===== src/rtl/ds1620_responder.sv =====
// ds1620_responder
//
// Device-side stand-in for a DS1620 3-wire thermometer. It decodes host
// RST/CLK/DQ sessions, runs conversions from a supplied temperature value,
// returns TEMP/TH/TL/CFG data and drives the thermostat outputs. This lets the
// host interface and display path run without the physical part.
//
// Ports
//   CLK_IN       system clock
//   CLR          synchronous reset, active-high, overrides everything
//   RST_IN       host session enable (high = transfer active), async
//   SCLK_IN      host serial clock, async to CLK_IN
//   DQ_IN        host serial data, async
//   TEMP_IN[8:0] temperature presented to the converter (0.5 C/LSB, signed)
//   DQ_OUT       serial data to host (LSB first, changes on SCLK fall)
//   DQ_OE        high while the responder drives DQ
//   TEMP[8:0]    last converted temperature
//   CONV_ACTIVE  conversion engine running
//   THIGH        TEMP >= TH (signed)
//   TLOW         TEMP <= TL (signed)
//
// FSM states
//   state  | meaning
//   IDLE   | no session; waits for synchronised RST_IN high
//   CMD    | shifting in the 8-bit command on SCLK rises
//   RX     | shifting in write data; commits on the last bit
//   TX     | driving read data on SCLK falls, counting host samples on rises
//   DONE   | session finished; SCLK ignored until RST_IN drops

module ds1620_responder #(
    parameter int unsigned CONV_CYCLES = 1000,
    parameter logic [8:0]  TH_INIT     = 9'h050,
    parameter logic [8:0]  TL_INIT     = 9'h028
) (
    input  logic       CLK_IN,
    input  logic       CLR,
    input  logic       RST_IN,
    input  logic       SCLK_IN,
    input  logic       DQ_IN,
    input  logic [8:0] TEMP_IN,
    output logic       DQ_OUT,
    output logic       DQ_OE,
    output logic [8:0] TEMP,
    output logic       CONV_ACTIVE,
    output logic       THIGH,
    output logic       TLOW
);

    localparam int unsigned CW = (CONV_CYCLES > 2) ? $clog2(CONV_CYCLES) : 1;
    localparam logic [CW-1:0] CNT_LOAD = CW'(CONV_CYCLES - 1);

    localparam logic [7:0] OP_RD_TEMP = 8'hAA;
    localparam logic [7:0] OP_RD_TH   = 8'hA1;
    localparam logic [7:0] OP_RD_TL   = 8'hA2;
    localparam logic [7:0] OP_RD_CFG  = 8'hAC;
    localparam logic [7:0] OP_WR_TH   = 8'h01;
    localparam logic [7:0] OP_WR_TL   = 8'h02;
    localparam logic [7:0] OP_WR_CFG  = 8'h0C;
    localparam logic [7:0] OP_START   = 8'hEE;
    localparam logic [7:0] OP_STOP    = 8'h22;

    typedef enum logic [2:0] {
        S_IDLE,
        S_CMD,
        S_RX,
        S_TX,
        S_DONE
    } state_t;

    typedef enum logic [1:0] {
        W_TH,
        W_TL,
        W_CFG
    } wsel_t;

    // synchronisers; sclk carries one extra stage for edge detection
    logic [1:0]    rst_sync_q, rst_sync_d;
    logic [2:0]    sclk_sync_q, sclk_sync_d;
    logic [1:0]    dq_sync_q, dq_sync_d;

    state_t        state_q, state_d;
    logic [3:0]    bit_cnt_q, bit_cnt_d;
    logic [3:0]    len_q, len_d;
    logic [6:0]    cmd_sh_q, cmd_sh_d;
    logic [7:0]    rx_sh_q, rx_sh_d;
    logic [8:0]    tx_sh_q, tx_sh_d;
    wsel_t         wsel_q, wsel_d;
    logic          dq_out_q, dq_out_d;
    logic          dq_oe_q, dq_oe_d;

    logic [8:0]    th_q, th_d;
    logic [8:0]    tl_q, tl_d;
    logic [1:0]    cfg_q, cfg_d;
    logic          done_q, done_d;
    logic          thf_q, thf_d;
    logic          tlf_q, tlf_d;

    logic [8:0]    temp_q, temp_d;
    logic          active_q, active_d;
    logic [CW-1:0] cnt_q, cnt_d;

    logic          rst_s;
    logic          dq_s;
    logic          sclk_rise;
    logic          sclk_fall;
    logic [7:0]    cmd_byte;
    logic [8:0]    rx_word;
    logic [8:0]    wr_val;
    logic          start_conv;
    logic          stop_conv;

    assign rst_s     = rst_sync_q[1];
    assign dq_s      = dq_sync_q[1];
    assign sclk_rise = sclk_sync_q[1] & ~sclk_sync_q[2];
    assign sclk_fall = ~sclk_sync_q[1] & sclk_sync_q[2];

    always_comb begin
        rst_sync_d  = {rst_sync_q[0], RST_IN};
        sclk_sync_d = {sclk_sync_q[1:0], SCLK_IN};
        dq_sync_d   = {dq_sync_q[0], DQ_IN};

        state_d    = state_q;
        bit_cnt_d  = bit_cnt_q;
        len_d      = len_q;
        cmd_sh_d   = cmd_sh_q;
        rx_sh_d    = rx_sh_q;
        tx_sh_d    = tx_sh_q;
        wsel_d     = wsel_q;
        dq_out_d   = dq_out_q;
        dq_oe_d    = dq_oe_q;

        th_d       = th_q;
        tl_d       = tl_q;
        cfg_d      = cfg_q;
        done_d     = done_q;
        thf_d      = thf_q;
        tlf_d      = tlf_q;

        temp_d     = temp_q;
        active_d   = active_q;
        cnt_d      = cnt_q;

        start_conv = 1'b0;
        stop_conv  = 1'b0;
        cmd_byte   = {dq_s, cmd_sh_q};
        rx_word    = {dq_s, rx_sh_q};
        wr_val     = '0;

        if (!rst_s) begin
            // session abort: a partially received write is simply never committed
            state_d   = S_IDLE;
            dq_oe_d   = 1'b0;
            dq_out_d  = 1'b0;
            bit_cnt_d = '0;
        end else begin
            case (state_q)
                S_IDLE: begin
                    state_d   = S_CMD;
                    bit_cnt_d = '0;
                end

                S_CMD: begin
                    if (sclk_rise) begin
                        cmd_sh_d  = cmd_byte[7:1];
                        bit_cnt_d = bit_cnt_q + 4'd1;
                        if (bit_cnt_q == 4'd7) begin
                            bit_cnt_d = '0;
                            state_d   = S_DONE;
                            // read data is captured here so a conversion landing
                            // mid-read cannot tear the word
                            case (cmd_byte)
                                OP_RD_TEMP: begin
                                    tx_sh_d = temp_q;
                                    len_d   = 4'd9;
                                    state_d = S_TX;
                                end
                                OP_RD_TH: begin
                                    tx_sh_d = th_q;
                                    len_d   = 4'd9;
                                    state_d = S_TX;
                                end
                                OP_RD_TL: begin
                                    tx_sh_d = tl_q;
                                    len_d   = 4'd9;
                                    state_d = S_TX;
                                end
                                OP_RD_CFG: begin
                                    tx_sh_d = {1'b0, done_q, thf_q, tlf_q, 1'b0, 2'b10, cfg_q};
                                    len_d   = 4'd8;
                                    state_d = S_TX;
                                end
                                OP_WR_TH: begin
                                    wsel_d  = W_TH;
                                    len_d   = 4'd9;
                                    state_d = S_RX;
                                end
                                OP_WR_TL: begin
                                    wsel_d  = W_TL;
                                    len_d   = 4'd9;
                                    state_d = S_RX;
                                end
                                OP_WR_CFG: begin
                                    wsel_d  = W_CFG;
                                    len_d   = 4'd8;
                                    state_d = S_RX;
                                end
                                OP_START: start_conv = 1'b1;
                                OP_STOP:  stop_conv  = 1'b1;
                                default:  ;
                            endcase
                        end
                    end
                end

                S_RX: begin
                    if (sclk_rise) begin
                        rx_sh_d   = rx_word[8:1];
                        bit_cnt_d = bit_cnt_q + 4'd1;
                        if (bit_cnt_q == len_q - 4'd1) begin
                            // an 8-bit word has only shifted into the upper 8 slots
                            wr_val  = (len_q == 4'd9) ? rx_word : {1'b0, rx_word[8:1]};
                            state_d = S_DONE;
                            case (wsel_q)
                                W_TH: th_d = wr_val;
                                W_TL: tl_d = wr_val;
                                default: begin
                                    cfg_d = wr_val[1:0];
                                    if (!wr_val[6]) thf_d = 1'b0;
                                    if (!wr_val[5]) tlf_d = 1'b0;
                                end
                            endcase
                        end
                    end
                end

                S_TX: begin
                    if (sclk_fall) begin
                        dq_oe_d  = 1'b1;
                        dq_out_d = tx_sh_q[0];
                        tx_sh_d  = {1'b0, tx_sh_q[8:1]};
                    end else if (sclk_rise) begin
                        bit_cnt_d = bit_cnt_q + 4'd1;
                        if (bit_cnt_q == len_q - 4'd1) begin
                            dq_oe_d  = 1'b0;
                            dq_out_d = 1'b0;
                            state_d  = S_DONE;
                        end
                    end
                end

                S_DONE: ;

                default: state_d = S_IDLE;
            endcase
        end

        // conversion engine; flag compares use TH/TL as they were before any
        // write landing in this same cycle, and set after a CFG-write clear
        if (active_q) begin
            if (cnt_q == '0) begin
                temp_d = TEMP_IN;
                done_d = 1'b1;
                if ($signed(TEMP_IN) >= $signed(th_q)) thf_d = 1'b1;
                if ($signed(TEMP_IN) <= $signed(tl_q)) tlf_d = 1'b1;
                if (cfg_q[0]) active_d = 1'b0;
                else          cnt_d    = CNT_LOAD;
            end else begin
                cnt_d = cnt_q - CW'(1);
            end
        end

        if (start_conv && !active_q) begin
            active_d = 1'b1;
            cnt_d    = CNT_LOAD;
            done_d   = 1'b0;
        end

        if (stop_conv) begin
            active_d = 1'b0;
        end
    end

    always_ff @(posedge CLK_IN) begin
        if (CLR) begin
            rst_sync_q  <= '0;
            sclk_sync_q <= '0;
            dq_sync_q   <= '0;
            state_q     <= S_IDLE;
            bit_cnt_q   <= '0;
            len_q       <= '0;
            cmd_sh_q    <= '0;
            rx_sh_q     <= '0;
            tx_sh_q     <= '0;
            wsel_q      <= W_TH;
            dq_out_q    <= 1'b0;
            dq_oe_q     <= 1'b0;
            th_q        <= TH_INIT;
            tl_q        <= TL_INIT;
            cfg_q       <= '0;
            done_q      <= 1'b0;
            thf_q       <= 1'b0;
            tlf_q       <= 1'b0;
            temp_q      <= '0;
            active_q    <= 1'b0;
            cnt_q       <= '0;
        end else begin
            rst_sync_q  <= rst_sync_d;
            sclk_sync_q <= sclk_sync_d;
            dq_sync_q   <= dq_sync_d;
            state_q     <= state_d;
            bit_cnt_q   <= bit_cnt_d;
            len_q       <= len_d;
            cmd_sh_q    <= cmd_sh_d;
            rx_sh_q     <= rx_sh_d;
            tx_sh_q     <= tx_sh_d;
            wsel_q      <= wsel_d;
            dq_out_q    <= dq_out_d;
            dq_oe_q     <= dq_oe_d;
            th_q        <= th_d;
            tl_q        <= tl_d;
            cfg_q       <= cfg_d;
            done_q      <= done_d;
            thf_q       <= thf_d;
            tlf_q       <= tlf_d;
            temp_q      <= temp_d;
            active_q    <= active_d;
            cnt_q       <= cnt_d;
        end
    end

    assign DQ_OUT      = dq_out_q;
    assign DQ_OE       = dq_oe_q;
    assign TEMP        = temp_q;
    assign CONV_ACTIVE = active_q;
    assign THIGH       = ($signed(temp_q) >= $signed(th_q));
    assign TLOW        = ($signed(temp_q) <= $signed(tl_q));

endmodule


===== config.mk =====
export PLATFORM = sky130hd
export DESIGN_NAME = ds1620_responder
export DESIGN_NICKNAME = d
export VERILOG_FILES = /design/src/rtl/ds1620_responder.sv
export SDC_FILE = /design/constraint.sdc
export NUM_CORES = 1
export LEC_CHECK = 0
export BUFFER_PORTS_ARGS = -buffer_cell sky130_fd_sc_hd__buf_2
export CELL_PAD_IN_SITES_DETAIL_PLACEMENT = 0
export CELL_PAD_IN_SITES_GLOBAL_PLACEMENT = 1
export CORE_ASPECT_RATIO = 1.4
export CORE_MARGIN = 3
export CORE_UTILIZATION = 30
export DETAILED_ROUTE_END_ITERATION = 8
export PLACE_DENSITY = 0.55
export SLEW_MARGIN = 10
export SYNTH_ARGS = -nofsm -noshare
export SYNTH_HDL_FRONTEND = slang
export SYNTH_SLANG_ARGS = --single-unit

===== constraint.sdc =====
create_clock -name CLK_IN -period 2.6 [get_ports CLK_IN]
set_input_delay 0.13 -clock CLK_IN [delete_from_list [all_inputs] [get_ports CLK_IN]]
set_output_delay 0.13 -clock CLK_IN [all_outputs]
set_load 0.1 [all_outputs]

==> results by group <==
Critical path
  – Crit. End Element: primary output
  – Reg-to-reg endpoint: tx_sh_q[5]
  – Largest stage delay on the critical path: 0.43 ns
  – WP data required: 2.47 ns
  – Worst Path Max Fanout: 4
  – Bufs and invs on worst path: 2
  – Slowest cell on crit path: buf_2
  – Worst Setup Start Kind: register
  – Critical path arrival: 2.27 ns
  – R2r startpoint: state_q[0]
  – Top delay family on crit path: buffers and inverters
  – Setup CP Type: reg2out
  – Flop2flop setup slack: 0.36 ns
  – Critical-path cell list: inv_1 > ha_1 > nand2b_1 > a21oi_1 > nor2b_1 > o2111ai_1 > a21oi_4 > buf_2
  – R2R cell count: 5

Routing
  – DRC: 0
  – DR vias/cell: 5.24
  – Post-route ant nets: 0
  – 1st-pass router iterations: 4
  – Routed via count: 4,055
  – WL final: 13,500 um
  – 1st-iter DRT viols: 208
  – Wirelength per Cell: 17.5 um

STA
  – Final worst path period share: 92.2%
  – Crit path time final: 2.40 ns
  – Final Max Slew Viols: 0
  – Final setup vio count: 0
  – Setup_tns: 0 ns
  – Hold slack final: 0.0603 ns
  – Clock Skew: 0.00495 ns
  – Worst Tran Pin Value: 0.787 ns
  – Relative slew slack: 47.5%
  – Worst setup margin: 0.202 ns
  – Final Hold Fails: 0
  – Max frequency: 417 MHz
  – RSZ-0062 raised after global routing: false

Hold path
  – Worst Hold Depth: 3
  – Hold WC Path Type: in2reg
  – Hold path endpoint: TEMP[4]
  – Min-delay src: TEMP_IN[4]

Pwr
  – Peak VDD IR: 271 uV
  – Static leakage: 2.22 nW
  – Power Density: 476 mW/mm^2

Die
  – IO Count: 28
  – Die X-Extent: 114 um
  – DIE HEIGHT: 157 um
  – Die area: 0.0180 sq mm
  – Initial cell density of the core: 31.1%
  – Core area: 0.0158 sq mm
  – FP Rows: 54

Synthesis
  – Combinational family with the most area after synthesis: compound AO/OA/AOI/OAI gates
  – Number of flops mapped to enable cells by yosys: 0
  – Distinct cells, synth: 71
  – Yosys top cell by area: dfxtp_1
  – Xor/xnor cell area share of the yosys netlist: 1.25%
  – Register area share after synthesis: 35.4%
  – Synth warn: 0
  – Largest cells by area after synthesis: dfxtp_1 (35%), ha_1 (11%), mux2i_1 (6.9%)
  – Post-synthesis mux area share: 8.99%
  – Post-synthesis compound-gate area fraction: 19.6%
  – Synth Area in Simple Gates: 19.0%
  – Post-Syn Area per Cell: 9.05 sq um
  – Synth Area in Adders: 10.7%
  – Seq cells post-synth: 87
  – Main synth FF type: dfxtp_1
  – Synthesized netlist cell count: 543
  – Syn_nets: 599
  – Mapped Area: 0.00491 sq mm
  – FFs w/ async S/R, synth: 0%
  – Share of the synthesized area in the top cell type: 35.4%

Clocking
  – Post-CTS setup buffers: 0
  – CTS buffer count: 9
  – Later-pin clock latency in the skew report: 0.34 ns
  – CTS root buf: clkbuf_16
  – Sink Count: 87
  – CTS H-tree depth: 3
  – Clk buf depth: 2
  – CTS clk-pin slew, worst paths: 0.07 ns
  – CTS tree: done

Global routing
  – Grt ovf: 0
  – GRT Overall Usage: 16.0%
  – First-pass GRT wire length: 22,400 um
  – Initial antenna violation count: 0
  – Pin count of the biggest net entering global routing: 40
  – Vias in the first global route: 4,189

Placement
  – Number of port buffers: 27
  – DP HPWL: 10,200 um
  – RePlAce Congestion: 0.755
  – Placement Cell Area: 0.00531 sq mm
  – Place WS: 0.366 ns

Final layout
  – Final nets: 629
  – Fraction of layout cells with a size suffix above 1: 16.4%
  – Final core occ: 35.7%
  – Antenna diodes: 0
  – Area grow syn2layout: 14.8%
  – Fin area: 0.00564 sq mm

Run status
  – Status: completed

Job
  – Max Cap Viol: 0
-- report_power, final --
| group | leakage [nW] | internal (mW) | switching (mW) |
|---|---|---|---|
| combinational | 1.38 | 0.0385 | 0.0580 |
| sequential | 0.705 | 1.34 | 0.00505 |
| clock | 0.130 | 0.683 | 0.565 |
-- layout by cell type, fill, tap and decap left out, drive strengths merged, types with 3 or more instances in the layout --
cell type	n
nor3	11
a22oi	10
mux2i	34
clkbuf	11
inv	30
o2bb2ai	8
mux2	9
clkinvlp	3
o21ai	28
nand3	8
nor2	77
ha	42
o211ai	3
a221oi	8
nor4	3
o31ai	6
a21o	9
a21oi	25
nand4	5
nand4b	6
a311oi	4
a211oi	11
xor2	4
buf	43
nor3b	5
nand2b	6
nand2	16
dlygate4sd3	3
and2	4
xnor2	3
dfxtp	87
nor2b	14
a31oi	5
-- cells in the mapped netlist (2+ instances only) --
cell type / instances
a31oi_1: 5
and4bb_2: 2
nor2b_1: 14
and3_1: 2
nand2b_1: 5
a211oi_1: 11
xnor2_1: 3
o21ai_0: 26
nand4b_1: 5
mux2_2: 9
xor2_1: 4
a311oi_1: 4
buf_2: 5
nand4_1: 5
a221oi_1: 7
a2111oi_0: 2
a31o_2: 2
o21ai_1: 2
nand3_1: 8
nor3_1: 11
clkbuf_1: 13
o2bb2ai_1: 8
nor2_1: 77
dfxtp_1: 87
mux2i_1: 34
a211o_1: 2
ha_1: 42
and2_1: 4
a21oi_1: 24
and3b_1: 2
nor4_1: 2
o211ai_1: 3
nor3b_1: 4
inv_1: 29
a21o_1: 9
o31ai_1: 6
nand2_1: 16
a22oi_1: 10
or2_2: 2
buf_4: 6
-- registers in the layout (all words and copies together), names as in the netlist, 3 cells and up --
register	cells
th_q	9
state_q	3
cmd_sh_q	7
sclk_sync_q	3
tl_q	9
cnt_q	10
tx_sh_q	9
rx_sh_q	8
TEMP	9
bit_cnt_q	4
-- worst max-delay path by stage --
stage,slack [ns],cells past startpoint,startpoint,to
after global routing,0.02,8,tl_q[2],TLOW
after global placement,0.38,8,tl_q[2],TLOW
after floorplan,-0.007,6,TEMP[1],TLOW
after detailed placement,0.37,8,tl_q[2],TLOW
final,0.20,8,TEMP[0],THIGH
after CTS,0.08,8,tl_q[2],TLOW
-- worst min-delay path, cell delays in order --
cell and delay, ns:
buf_2 0.11, mux2i_1 0.06, nor2_1 0.07
-- timing repair --
item,in CTS,in global routing
endpoints found under the setup margin,1,2
gates cloned,0,0
resized for setup,1,3
hold buffers,3,0
hold endpoints to repair,3,0
-- through the flow --
stage | total power [mW] | std cells
after detailed placement | 1.47 | 755
after floorplan | 1.43 | 543
final | 2.69 | 774
after CTS | 2.74 | 774
after global placement | 1.47 | 755
after global routing | 2.80 | 774
-- cell type report --
type                    count  area, sq um
clock buffers              11          243
clock inverters             5         42.5
fillers                  1701        10200
inverters                  29          109
multi-input cells         400         2960
flip-flops and latches     87         1750
well taps                 196          245
repair buffers             46          292
-- cell families (layout without fill, tap and decap cells) --
group,count (synthesis),in the layout
compound gates,135,135
xor+xnor,7,7
fa+ha+maj,42,42
buf+inv,56,91
flops,87,87
mux,43,43
simple gates,173,173
-- metal layers --
metal  part of all wire, %  wire length [um]  GRT usage [%]  up-vias
li1                      -                 -              -     2043
met1                    43              5870           18.8     1958
met2                    53              7200           29.5       44
met3                   2.1               288           2.58       10
met4                   1.1               153           4.70        0
met5                     0                 0              0        -
No activity file was read; power rests on OpenSTA's default activity.
